## src/rtl/s2i_unpack.sv

```systemverilog
// s2i_unpack: re-formats S-format rs1/imm fields into I-format fields (m, rd, rs1, imm)
//    through a 2-entry valid/ready FIFO.
//    Optional macro S2I_BYPASS_EN: when the FIFO is empty and out_ready is high, the
//    input passes straight to the output with no latency.
//    Ports:
//       clk, rst_n                      clock, synchronous active-low reset
//       in_valid/in_ready               producer handshake
//       in_rs1, in_imm, in_lsb          S-format fields plus the restored imm bit 0
//       out_valid/out_ready             consumer handshake
//       out_m, out_rd, out_rs1, out_imm I-format fields of the head entry
//       conv_cnt                        wrapping count of output handshakes
module s2i_unpack #(
   parameter int CNT_W = 8
) (
   input  logic             clk,
   input  logic             rst_n,
   input  logic             in_valid,
   output logic             in_ready,
   input  logic [2:0]       in_rs1,
   input  logic [7:0]       in_imm,
   input  logic             in_lsb,
   output logic             out_valid,
   input  logic             out_ready,
   output logic             out_m,
   output logic [2:0]       out_rd,
   output logic [2:0]       out_rs1,
   output logic [4:0]       out_imm,
   output logic [CNT_W-1:0] conv_cnt
);
   typedef enum logic [1:0] {EMPTY, ONE, FULL} state_t;
   state_t           state_q, state_d;
   logic [11:0]      mem_q [2];
   logic             wr_ptr_q, rd_ptr_q;
   logic [CNT_W-1:0] cnt_q;
   logic [11:0]      in_map, head;
   logic             byp, push, pop;
   // entries hold the already-mapped {m, rd, rs1, imm}
   assign in_map = {in_rs1, in_imm, in_lsb};
   // empty FIFO shows zeros so the output fields read 0 out of reset
   assign head = (state_q == EMPTY) ? 12'd0 : mem_q[rd_ptr_q];
   assign in_ready = rst_n && (state_q != FULL);
`ifdef S2I_BYPASS_EN
   assign byp = (state_q == EMPTY) && out_ready;
   assign out_valid = byp ? in_valid : (state_q != EMPTY);
   assign {out_m, out_rd, out_rs1, out_imm} = byp ? in_map : head;
`else
   assign byp = 1'b0;
   assign out_valid = (state_q != EMPTY);
   assign {out_m, out_rd, out_rs1, out_imm} = head;
`endif
   // a bypassed transfer is both push and pop, so it never touches the FIFO
   assign push = in_valid && in_ready && !byp;
   assign pop  = out_valid && out_ready && !byp;
   assign conv_cnt = cnt_q;
   always_comb begin
      state_d = state_q;
      case (state_q)
         EMPTY:   state_d = push ? ONE : EMPTY;
         ONE:     state_d = (push && !pop) ? FULL : (pop && !push) ? EMPTY : ONE;
         FULL:    state_d = pop ? ONE : FULL;
         default: state_d = EMPTY;
      endcase
   end
   always_ff @(posedge clk) begin
      if (!rst_n) begin
         state_q  <= EMPTY;
         mem_q    <= '{default: '0};
         wr_ptr_q <= 1'b0;
         rd_ptr_q <= 1'b0;
         cnt_q    <= '0;
      end else begin
         state_q <= state_d;
         if (push) begin
            mem_q[wr_ptr_q] <= in_map;
            wr_ptr_q        <= ~wr_ptr_q;
         end
         if (pop) rd_ptr_q <= ~rd_ptr_q;
         if (out_valid && out_ready) cnt_q <= cnt_q + 1'b1;
      end
   end
endmodule

```

## config.mk

```make
export PLATFORM = sky130hd
export DESIGN_NAME = s2i_unpack
export DESIGN_NICKNAME = d
export VERILOG_FILES = /design/src/rtl/s2i_unpack.sv
export SDC_FILE = /design/constraint.sdc
export NUM_CORES = 1
export LEC_CHECK = 0
export BUFFER_PORTS_ARGS = -buffer_cell sky130_fd_sc_hd__buf_2
export CORE_MARGIN = 2
export CORE_UTILIZATION = 57
export DETAILED_ROUTE_END_ITERATION = 10
export PLACE_DENSITY = 0.83
export SETUP_SLACK_MARGIN = 0.15
export SLEW_MARGIN = 10
export SYNTH_ARGS = -nofsm -noshare
export SYNTH_HDL_FRONTEND = slang
export SYNTH_SLANG_ARGS = --single-unit
```

## constraint.sdc

```tcl
create_clock -name clk -period 2.95 [get_ports clk]
set_clock_uncertainty 0.15 [all_clocks]
set_input_delay 0.295 -clock clk [delete_from_list [all_inputs] [get_ports clk]]
set_output_delay 0.295 -clock clk [all_outputs]
set_load 0.1 [all_outputs]
```

==> flow_metrics.tcl <==
set metrics [dict create \
    dieWidth_um 57.9 \
    hold_path.class "in2reg" \
    vdd_drop_max_mv 0.401 \
    wl_um 3360 \
    clock_sinks 36 \
    rows 19 \
    vias_per_cell 5.54 \
    synth_area_um2 1660 \
    cts_setup_buffers 0 \
    ys.warnings.count 0 \
    io_buffers 37 \
    grt_max_degree 38 \
    syn_inst 182 \
    combPwrFrac 0.167 \
    h-tree-depth 2 \
    firstDrtPassIters 4 \
    n_antenna_cell 0 \
    slew_viol_final 0 \
    cp-end-kind "output port" \
    yosysSeqAreaShare 0.435 \
    post-route-period-util 0.818 \
    worst_pin_slew_ns 0.921 \
    drtAntennaViolNets 0 \
    yosys_register_bits 36 \
    crit_arrival_ns 1.97 \
    cts_hold_buffers 0 \
    synth_fp_nets 200 \
    p_clk_frac 0.288 \
    avgSynthCellArea_um2 9.10 \
    cp_data_required_time_ns 2.51 \
    cts_tree "done" \
    setup_viol 0 \
    grt_antenna_before_repair 0 \
    grt_pass1_vias 1409 \
    grt_pass1_wl_um 5750 \
    crit_path_start_kind "register" \
    hold_slack_ns 0.0645 \
    final_cell_mix "nand2_1, mux2i_1, buf_2, dfxtp_1, nor2_1" \
    path_max_fanout 13 \
    drive_gt1_frac 0.248 \
    layout_commonest_cell "nand2_1" \
    grtUsageTotal 0.222 \
    clk_latency_ns 0.34 \
    cpMaxStageDelayCell "nor2_1" \
    outcome "finished clean" \
    cts_resized 0 \
    worstSetupPathType "reg2out" \
    p_sw_frac 0.311 \
    post-route-min-period_ns 2.41 \
    core_um2 2760 \
    cap_violations 0 \
    clk_path_buf_depth 2 \
    cts-root-buf "clkbuf_4" \
    wl_per_cell_um 13.5 \
    io_pins 38 \
    power_switching_mw 0.300 \
    clk_pin_slew_ns 0.11 \
    slowest_delay_ns 0.74 \
    gr-total-overflow 0 \
    setup_tns_ns 0 \
    initial_core_util 0.600 \
    relSlewSlack 0.383 \
    area_growth_pct 14.8 \
    setup_slack_ns 0.536 \
    nets 235 \
    detail_route.iter0.violations 73 \
    p_int_mw 0.665 \
    powerDensity_nw_per_um2 508 \
    cp_common_cell "nor2_1" \
    rsz0062_at_grt "no" \
    place_congestion 0.769 \
    hold_viol_final 0 \
    dpl.hpwl_um 2410 \
    route.detailed.drc 0 \
    power.leakage_nw 0.873 \
    fmax_mhz 414 \
    cts_buffers 5 \
    seqPwrFrac 0.545 \
    vias 1380 \
    cp_top_family "simple AND/OR/NAND/NOR gates" \
    die_h_um 57.9 \
    place_ws_ns 0.859 \
    path_cells "nor2_1 -> nor2_1 -> buf_2" \
    crit_buf_inv 1 \
    dieArea_um2 3350 \
    ys_types 27 \
]
==> layer usage <==
layer,up-vias,part of all wire,wire (um),global-route usage
met5,-,0,0,0
met4,0,0.010,34,0.113
met3,4,0.043,145,0.0491
met2,31,0.52,1740,0.406
met1,661,0.43,1430,0.239
li1,684,-,-,-
==> layout make-up <==
class                   count  area [um^2]
inverters                   2         7.51
flip-flops and latches     36          721
well taps                  31         38.8
fillers                   223          857
multi-input cells         133          872
repair buffers             39          200
clock inverters             2         10.0
clock buffers               6         51.3
==> cell families (layout without fill, tap and decap cells) <==
group | count (synthesis) | in the layout | share of synthesized area
AND/OR/NAND/NOR | 73 | 73 | 0.192
XOR/XNOR | 3 | 3 | 0.0159
buffers and inverters | 13 | 49 | 0.0378
adder cells (fa/ha/maj) | 2 | 2 | 0.0151
flip-flops | 36 | 36 | 0.435
AO/OA/AOI/OAI | 17 | 17 | 0.0741
multiplexers | 38 | 38 | 0.230
==> worst reg2reg max path, cell delays in order (launching register included) <==
cell     delay [ns]
dfxtp_1        0.56
or2b_1         0.18
nand4_1        0.72
mux2i_1        0.41
==> final timing paths <==
kind	slack [ns]	from	cells past startpoint	endpoint
setup / recovery	0.54	state_q[0]$_SDFF_PN0_	3	out_rd[0]
hold / removal	0.06	in_imm[7]	3	mem_q[8]$_SDFFE_PN0P_
setup reg to reg	0.84	state_q[0]$_SDFF_PN0_	3	mem_q[9]$_SDFFE_PN0P_
hold reg to reg	0.32	mem_q[19]$_SDFFE_PN0P_	2	mem_q[19]$_SDFFE_PN0P_
==> cell usage after synthesis, drive strengths merged <==
library cell | n | area (um^2)
or4 | 2 | 15.0
mux2i | 38 | 380
clkbuf | 6 | 22.5
o22a | 1 | 10.0
or3 | 3 | 22.5
inv | 2 | 7.51
nor2 | 21 | 78.8
nand4 | 2 | 12.5
dfxtp | 36 | 721
o21ai | 4 | 20.0
o211ai | 2 | 28.8
nor3 | 1 | 10.0
nand2 | 42 | 158
o31ai | 2 | 15.0
xor2 | 3 | 26.3
a2bb2oi | 1 | 8.76
buf | 5 | 32.5
ha | 2 | 25.0
nor2b | 1 | 13.8
a21oi | 5 | 25.0
o21a | 2 | 15.0
or2b | 1 | 7.51
==> state kept, by name, indices dropped and copies added (netlist names) <==
name,flops
wr_ptr_q,1
mem_q,24
conv_cnt,8
rd_ptr_q,1
state_q,2
==> power by group through the flow <==
stage               sequential [mW]  clock (mW)  combinational, mW
detailed placement            0.537           0              0.161
finish                        0.526       0.278              0.161
floorplan                     0.535           0              0.129
global placement              0.535           0              0.156
CTS                           0.526       0.282              0.162
global route                  0.529       0.303              0.172
==> per-stage QoR <==
stage	power, mW	cell area, um^2	util	std cells
final	0.965	1900	0.689	249
after global routing	1.00	1900	0.689	249
after CTS	0.969	1900	0.689	249
after detailed placement	0.698	1840	0.667	241
after global placement	0.691	1840	0.667	241
after floorplan	0.664	1660	-	182
(Power assumes the default switching activity.)
